[src/rtl/alu_op_sequencer_if.sv]
// ALU-side bus of the command sequencer: command offer (valid/ready) and tagged result return.
//   master : sequencer side (drives alu_valid/alu_cmd/alu_a/alu_b/alu_tag)
//   slave  : ALU side (drives alu_ready/res_valid/res_tag/res_data)
interface alu_op_sequencer_if #(
    parameter int unsigned DW = 8,
    parameter int unsigned RW = 16,
    parameter int unsigned AW = 3
);
    logic          alu_valid;
    logic          alu_ready;
    logic [2:0]    alu_cmd;
    logic [DW-1:0] alu_a;
    logic [DW-1:0] alu_b;
    logic [AW-1:0] alu_tag;
    logic          res_valid;
    logic [AW-1:0] res_tag;
    logic [RW-1:0] res_data;

    modport master (
        output alu_valid, alu_cmd, alu_a, alu_b, alu_tag,
        input  alu_ready, res_valid, res_tag, res_data
    );

    modport slave (
        input  alu_valid, alu_cmd, alu_a, alu_b, alu_tag,
        output alu_ready, res_valid, res_tag, res_data
    );
endinterface

[src/rtl/alu_op_sequencer.sv]
// Command store and issue controller in front of the 8-bit ALU.
// Holds an NSLOT-entry slot file written from the host port; on start, issues
// every slot with R=1 in ascending order, one outstanding command at a time,
// waits for the matching tagged result, then pulses done.
// Word: [23]R [22]C [21:19]addr [18:16]cmd [15:8]a [7:0]b
// Ports: clk, rst_n (async active-low); host: wr_en, wdata, start;
//   status: busy, done, wr_err, last_res, issued_cnt; alu: master modport.
// Optional feature macro ALU_CHAIN_EN: a slot with C=1 takes alu_a from
//   last_res[DW-1:0] instead of its own a field.
module alu_op_sequencer #(
    parameter int unsigned NSLOT = 8,
    parameter int unsigned DW    = 8,
    parameter int unsigned RW    = 16,
    localparam int unsigned AW     = 3,
    localparam int unsigned CW     = 4,
    localparam int unsigned WORD_W = 2 + AW + 3 + 2 * DW
) (
    input  logic              clk,
    input  logic              rst_n,
    input  logic              wr_en,
    input  logic [WORD_W-1:0] wdata,
    input  logic              start,
    output logic              busy,
    output logic              done,
    output logic              wr_err,
    alu_op_sequencer_if.master alu,
    output logic [RW-1:0]     last_res,
    output logic [CW-1:0]     issued_cnt
);

    localparam logic [AW-1:0] LAST = AW'(NSLOT - 1);

    typedef struct packed {
        logic          run;
        logic          chain;
        logic [AW-1:0] addr;
        logic [2:0]    cmd;
        logic [DW-1:0] a;
        logic [DW-1:0] b;
    } slot_t;

    typedef enum logic [2:0] {S_IDLE, S_SCAN, S_ISSUE, S_WAIT, S_DONE} state_t;

    state_t        state, state_nxt;
    logic [AW-1:0] ptr, ptr_nxt;
    slot_t         slots     [NSLOT];
    slot_t         slots_nxt [NSLOT];
    slot_t         cur, wword;
    logic          busy_nxt, done_nxt, wr_err_nxt, valid_nxt;
    logic [2:0]    cmd_nxt;
    logic [DW-1:0] a_nxt, b_nxt;
    logic [AW-1:0] tag_nxt;
    logic [RW-1:0] last_res_nxt;
    logic [CW-1:0] cnt_nxt;
    logic          unused_bits;

    assign cur   = slots[ptr];
    assign wword = slot_t'(wdata);

    // Stored fields that never drive logic (addr is implied by slot index)
`ifdef ALU_CHAIN_EN
    assign unused_bits = ^cur.addr;
`else
    assign unused_bits = ^{cur.addr, cur.chain};
`endif

    // State and all registered outputs
    always_ff @(posedge clk or negedge rst_n) begin
        if (!rst_n) begin
            state         <= S_IDLE;
            ptr           <= '0;
            slots         <= '{default: '0};
            busy          <= 1'b0;
            done          <= 1'b0;
            wr_err        <= 1'b0;
            alu.alu_valid <= 1'b0;
            alu.alu_cmd   <= '0;
            alu.alu_a     <= '0;
            alu.alu_b     <= '0;
            alu.alu_tag   <= '0;
            last_res      <= '0;
            issued_cnt    <= '0;
        end else begin
            state         <= state_nxt;
            ptr           <= ptr_nxt;
            slots         <= slots_nxt;
            busy          <= busy_nxt;
            done          <= done_nxt;
            wr_err        <= wr_err_nxt;
            alu.alu_valid <= valid_nxt;
            alu.alu_cmd   <= cmd_nxt;
            alu.alu_a     <= a_nxt;
            alu.alu_b     <= b_nxt;
            alu.alu_tag   <= tag_nxt;
            last_res      <= last_res_nxt;
            issued_cnt    <= cnt_nxt;
        end
    end

    // Next-state, slot file update and output values
    always_comb begin
        state_nxt    = state;
        ptr_nxt      = ptr;
        slots_nxt    = slots;
        wr_err_nxt   = 1'b0;
        valid_nxt    = alu.alu_valid;
        cmd_nxt      = alu.alu_cmd;
        a_nxt        = alu.alu_a;
        b_nxt        = alu.alu_b;
        tag_nxt      = alu.alu_tag;
        last_res_nxt = last_res;
        cnt_nxt      = issued_cnt;

        // Host writes land only while idle; otherwise flag and drop
        if (wr_en) begin
            if (state == S_IDLE) begin
                slots_nxt[wword.addr] = wword;
            end else begin
                wr_err_nxt = 1'b1;
            end
        end

        case (state)
            S_IDLE: begin
                if (start) begin
                    state_nxt = S_SCAN;
                    ptr_nxt   = '0;
                    cnt_nxt   = '0;
                end
            end
            S_SCAN: begin
                if (cur.run) begin
                    state_nxt = S_ISSUE;
                    valid_nxt = 1'b1;
                    cmd_nxt   = cur.cmd;
`ifdef ALU_CHAIN_EN
                    a_nxt     = cur.chain ? last_res[DW-1:0] : cur.a;
`else
                    a_nxt     = cur.a;
`endif
                    b_nxt     = cur.b;
                    tag_nxt   = ptr;
                end else if (ptr == LAST) begin
                    state_nxt = S_DONE;
                end else begin
                    ptr_nxt = ptr + AW'(1);
                end
            end
            S_ISSUE: begin
                if (alu.alu_ready) begin
                    state_nxt = S_WAIT;
                    valid_nxt = 1'b0;
                end
            end
            S_WAIT: begin
                // Results carrying another slot's tag are ignored
                if (alu.res_valid && (alu.res_tag == ptr)) begin
                    last_res_nxt = alu.res_data;
                    if (issued_cnt < CW'(NSLOT)) begin
                        cnt_nxt = issued_cnt + CW'(1);
                    end
                    if (ptr == LAST) begin
                        state_nxt = S_DONE;
                    end else begin
                        ptr_nxt   = ptr + AW'(1);
                        state_nxt = S_SCAN;
                    end
                end
            end
            S_DONE: begin
                for (int i = 0; i < int'(NSLOT); i++) begin
                    slots_nxt[i].run = 1'b0;
                end
                state_nxt = S_IDLE;
            end
            default: state_nxt = S_IDLE;
        endcase

        busy_nxt = (state_nxt != S_IDLE);
        done_nxt = (state_nxt == S_DONE);
    end

endmodule

[src/flat_wrapper.sv]
// flat-port wrapper written by rule: the top's interface ports become plain ports
module alu_op_sequencer_flat 
#(
    parameter int unsigned NSLOT = 8,
    parameter int unsigned DW    = 8,
    parameter int unsigned RW    = 16,
    localparam int unsigned AW     = 3,
    localparam int unsigned CW     = 4,
    localparam int unsigned WORD_W = 2 + AW + 3 + 2 * DW
)
  (clk, rst_n, wr_en, wdata, start, busy, done, wr_err, last_res, issued_cnt, alu_alu_valid, alu_alu_cmd, alu_alu_a, alu_alu_b, alu_alu_tag, alu_alu_ready, alu_res_valid, alu_res_tag, alu_res_data);
  alu_op_sequencer_if #(.DW(DW), .RW(RW), .AW(3)) alu_i ();
  input  logic clk;
  input  logic rst_n;
  input  logic wr_en;
  input  logic [WORD_W-1:0] wdata;
  input  logic start;
  output logic busy;
  output logic done;
  output logic wr_err;
  output logic [RW-1:0] last_res;
  output logic [CW-1:0] issued_cnt;
  output wire logic [$bits(alu_i.alu_valid)-1:0] alu_alu_valid;
  output wire logic [$bits(alu_i.alu_cmd)-1:0] alu_alu_cmd;
  output wire logic [$bits(alu_i.alu_a)-1:0] alu_alu_a;
  output wire logic [$bits(alu_i.alu_b)-1:0] alu_alu_b;
  output wire logic [$bits(alu_i.alu_tag)-1:0] alu_alu_tag;
  input wire logic [$bits(alu_i.alu_ready)-1:0] alu_alu_ready;
  input wire logic [$bits(alu_i.res_valid)-1:0] alu_res_valid;
  input wire logic [$bits(alu_i.res_tag)-1:0] alu_res_tag;
  input wire logic [$bits(alu_i.res_data)-1:0] alu_res_data;
  assign alu_alu_valid = alu_i.alu_valid;
  assign alu_alu_cmd = alu_i.alu_cmd;
  assign alu_alu_a = alu_i.alu_a;
  assign alu_alu_b = alu_i.alu_b;
  assign alu_alu_tag = alu_i.alu_tag;
  assign alu_i.alu_ready = alu_alu_ready;
  assign alu_i.res_valid = alu_res_valid;
  assign alu_i.res_tag = alu_res_tag;
  assign alu_i.res_data = alu_res_data;
  alu_op_sequencer #(.NSLOT(NSLOT), .DW(DW), .RW(RW)) u_core (.clk(clk), .rst_n(rst_n), .wr_en(wr_en), .wdata(wdata), .start(start), .busy(busy), .done(done), .wr_err(wr_err), .alu(alu_i), .last_res(last_res), .issued_cnt(issued_cnt));
endmodule
[config.mk]
export PLATFORM = sky130hd
export DESIGN_NAME = alu_op_sequencer_flat
export DESIGN_NICKNAME = d
export VERILOG_FILES = /design/src/rtl/alu_op_sequencer_if.sv /design/src/rtl/alu_op_sequencer.sv /design/src/flat_wrapper.sv
export SDC_FILE = /design/constraint.sdc
export NUM_CORES = 1
export LEC_CHECK = 0
export ABC_AREA = 1
export CAP_MARGIN = 25
export CORE_MARGIN = 5
export CORE_UTILIZATION = 50
export DETAILED_ROUTE_END_ITERATION = 10
export MAX_ROUTING_LAYER = met4
export PLACE_DENSITY = 0.74
export SLEW_MARGIN = 20
export SYNTH_ARGS = -nofsm -noshare
export SYNTH_HDL_FRONTEND = slang
export SYNTH_SLANG_ARGS = --single-unit
export TNS_END_PERCENT = 10
[constraint.sdc]
create_clock -name clk -period 2.5 [get_ports clk]
set_input_delay 0.5 -clock clk [delete_from_list [all_inputs] [get_ports clk]]
set_output_delay 0.5 -clock clk [all_outputs]
set_load 0.05 [all_outputs]
==> parameters.txt <==
Parameter                              Value

Status
  Result of the run ... finished, final reports clean

Floorplanning
  Die Ht ... between 150 and 200 um
  Count of boundary I/O pins ... 95
  Area of the die ... roughly 23000 um^2
  Area of the core ... roughly 20000 um^2
  Rows ... between 50 and 60
  Die width ... 151.9 um
  Initial core utilization ... between 50% and 60%

Global route
  Maximum number of pins on one net before global-route repair ... 63
  Overall overflow remaining after global route ... 0
  Global-route wire length before repair ... 40840 um
  Total global routing track utilization ... 21.62%
  Number of global-route vias before repair ... 7937
  Antenna violations before repair ... 0

Routing
  Routed met3 length ... between 1000 and 1500 um
  Top Metal Used ... met4
  Drc violations ... 0
  DRC marker count from the first detailed-route iteration ... roughly 560
  Via total after detailed routing ... slightly above 8000
  Detailed-route wire length on metal 1 ... ~11000 um
  Avg Vias per Cell ... between 5 and 6
  Total wirelength of the detailed-routed design ... 24580 um
  Detailed-routing iteration count for the pre-antenna-repair pass ... 5
  Wire length per cell after detailed routing ... 15.63 um
  Final antenna-violating net count ... 0
  Met2 Wirelength ... between 10000 and 15000 um

Critical path
  Largest fanout on the critical path ... 4
  Kind of start point of the critical path ... flop
  Crit end category ... output port
  Largest stage delay, worst path ... about 0.84 ns
  Critical-path cell with the highest stage delay ... clkdlybuf4s50_1
  Origin of the critical flop-to-flop path ... u_core.ptr[0]$_DFFE_PN0P_
  Origin of the worst setup path ... u_core.issued_cnt[1]$_DFFE_PN0P_
  Start-to-end type of the worst setup path ... reg2out
  Required time at the worst-slack endpoint ... about 2 ns
  Cells along the critical path ... clkdlybuf4s50_1
  Bufs and invs on worst path ... 1
  Arrival time worst endpoint ... approximately 1.8 ns
  Cell type group with the largest total delay on the critical path ... buffers and inverters

CTS
  Postcts setup bufs ... 0
  H-tree levels ... 1
  Largest buffer count on any clock path ... 3
  TritonCTS Buffers ... 23
  Clock sinks ... ~210
  Insertion delay of the later-clocked pin in the worst-skew pair ... 0.51 ns
  Clock Root Buffer ... clkbuf_16
  Clock tree from TritonCTS ... built
  Post-CTS clock slew at the launch and capture registers of the worst setup and hold paths ... around 0.06 ns

Logic synthesis
  Sequential share of the synthesized area ... around 53%
  Unique masters post-synth ... 32
  Mapped Nets ... 1281
  Syn Inst Count ... roughly 1200
  Yosys reg bits ... between 200 and 250
  Cell Area, Synth ... 10060 um^2
  Area fraction of the dominant cell type after synthesis ... roughly 53%
  Biggest area contributors in the synthesized netlist ... dfrtp_1 (53%), nand2_1 (17%), o21ai_0 (8.5%)
  Count of warnings emitted by yosys ... 0
  Post-Syn Area per Cell ... approximately 8 um^2
  Cell accounting for the most synthesized area ... dfrtp_1

Layout
  Area of the multi-input gates ... roughly 3800 um^2
  Area growth, synth to finish ... 17.14%
  Number of nets in the layout ... about 1300
  Layout cells sized above 1 ... roughly 8.0%
  Antenna Diode Count ... 0
  Filler Cells Inserted ... between 1500 and 2000
  Combined flip-flop and latch cell area ... roughly 5300 um^2

Placement
  Count of buffers inserted at the top-level ports ... 93
  Final Wtd Congestion ... just over 0.8
  Final HPWL DP ... between 15000 and 20000 um
  Worst-case setup slack after placement ... approximately 0.14 ns

STA
  Fin worst setup slack ... between 0.2 and 0.25 ns
  Relative slew slack ... approximately two fifths
  Achievable Freq ... 442.4 MHz
  Slew @ Worst Pin ... around 0.91 ns
  Clock Skews ... approximately 0.013 ns
  Number of hold violations in the final report ... 0
  Number of setup violations in the final report ... 0
  Total Negative Setup Slacks ... 0 ns
  Minimum clock period ... between 2 and 2.5 ns
  Count of final max-slew check failures ... 0
  Hold slack ... 0.4615 ns
  Final cycle utilization of the critical path ... 90.41%
  Setup repair after global routing missed its margin ... no

Min path
  Start point of the worst min-delay path ... u_core.slots[89]$_DFFE_PN0P_
  Hold Crit Class ... reg2reg

Power and ir drop
  Max rail drop VDD ... between 0.0007 and 0.0008 V
  Static power due to leakage ... approximately 5.9 nW
  Ratio of total power to cell area ... 1246 nW/um^2
  Total power after layout ... ~0.015 W

Flow run
  Number of maximum-capacitance violations ... 0
-- final cells by class --
cell class | count | share of cell area, %
Multi-Input combinational cell | 816 | 32.18
Clock buffer | 36 | 5.722
Sequential cell | 212 | 45.03
Timing Repair Buffer | 122 | 10.12
Clock inverter | 3 | 0.3397
Tap cell | 265 | 2.813
Inverter | 118 | 3.800
-- power by group --
| part | total [W] | internal, W | switching [W] |
|---|---|---|---|
| registers | 0.00565 | 0.00495 | 0.000701 |
| logic | 0.00577 | 0.00200 | 0.00377 |
| clock network | 0.00326 | 0.00194 | 0.00132 |
| total | 0.0147 | 0.00888 | 0.00580 |
-- state kept, by name, indices dropped and copies added, names as in the netlist, 4 cells and up --
signal / cells
u_core.slots: 160
u_core.last_res: 16
u_core.alu.alu_a: 8
u_core.alu.alu_b: 8
u_core.issued_cnt: 4
-- path summary, 6_finish.rpt --
path                                                      to  slack [ns]  cells past startpoint
setup / recovery                               issued_cnt[1]        0.24                      1
hold / removal                  u_core.slots[89]$_DFFE_PN0P_        0.46                      2
setup reg to reg           u_core.alu.alu_cmd[0]$_DFFE_PN0P_        0.28                      8
hold reg to reg                 u_core.slots[89]$_DFFE_PN0P_        0.46                      2
max in group asynchronous    u_core.alu.alu_b[3]$_DFFE_PN0P_        1.27                      3
min in group asynchronous   u_core.issued_cnt[2]$_DFFE_PN0P_        0.48                      2
-- per-layer routing --
layer	vias up	track usage, %
met5	-	-
met4	0	5.051
met3	41	3.238
met2	245	35.01
met1	3872	29.09
li1	3977	-
-- what timing repair did --
action,4_1_cts,5_1_grt
hold endpoints to repair,32,0
hold buffers,1,0
resized for setup,0,0
-- cell families after synthesis --
family	count (synthesis)	share of synthesized area (%)
adder cells (fa/ha/maj)	3	0.3731
AND/OR/NAND/NOR	523	21.23
flip-flops	212	52.72
multiplexers	16	2.313
AO/OA/AOI/OAI	272	13.60
buffers and inverters	201	9.587
XOR/XNOR	2	0.1741
-- synthesized netlist by cell type, drive strengths merged --
library cell,count
a21oi,83
buf,59
clkbuf,24
dfrtp,212
ha,3
inv,118
mux2,16
nand2,450
nand3,15
nand3b,2
nor2,47
nor3,8
o21ai,186
o22ai,3
or2,1
xor2,2
-- cell usage in the layout, fill, tap and decap left out, drive strengths merged, types with 2 or more instances in the layout --
| master | instances |
|---|---|
| a21oi | 83 |
| clkdlybuf4s50 | 92 |
| clkinv | 2 |
| mux2 | 16 |
| ha | 3 |
| buf | 28 |
| nand3b | 2 |
| xor2 | 2 |
| o22ai | 3 |
| clkbuf | 37 |
| dfrtp | 212 |
| inv | 118 |
| nor2 | 47 |
| o21ai | 186 |
| nor3 | 8 |
| nand3 | 15 |
| nand2 | 450 |
-- per-stage QoR --
step	std cells	instance area, um^2	util (%)
after floorplan	1229	10060	-
after global placement	1532	11060	56.28
after detailed placement	1532	11060	56.28
after CTS	1572	11790	59.97
after global routing	1572	11790	59.97
final	1572	11790	59.97
Note: power is estimated with default switching activity, not from simulation.
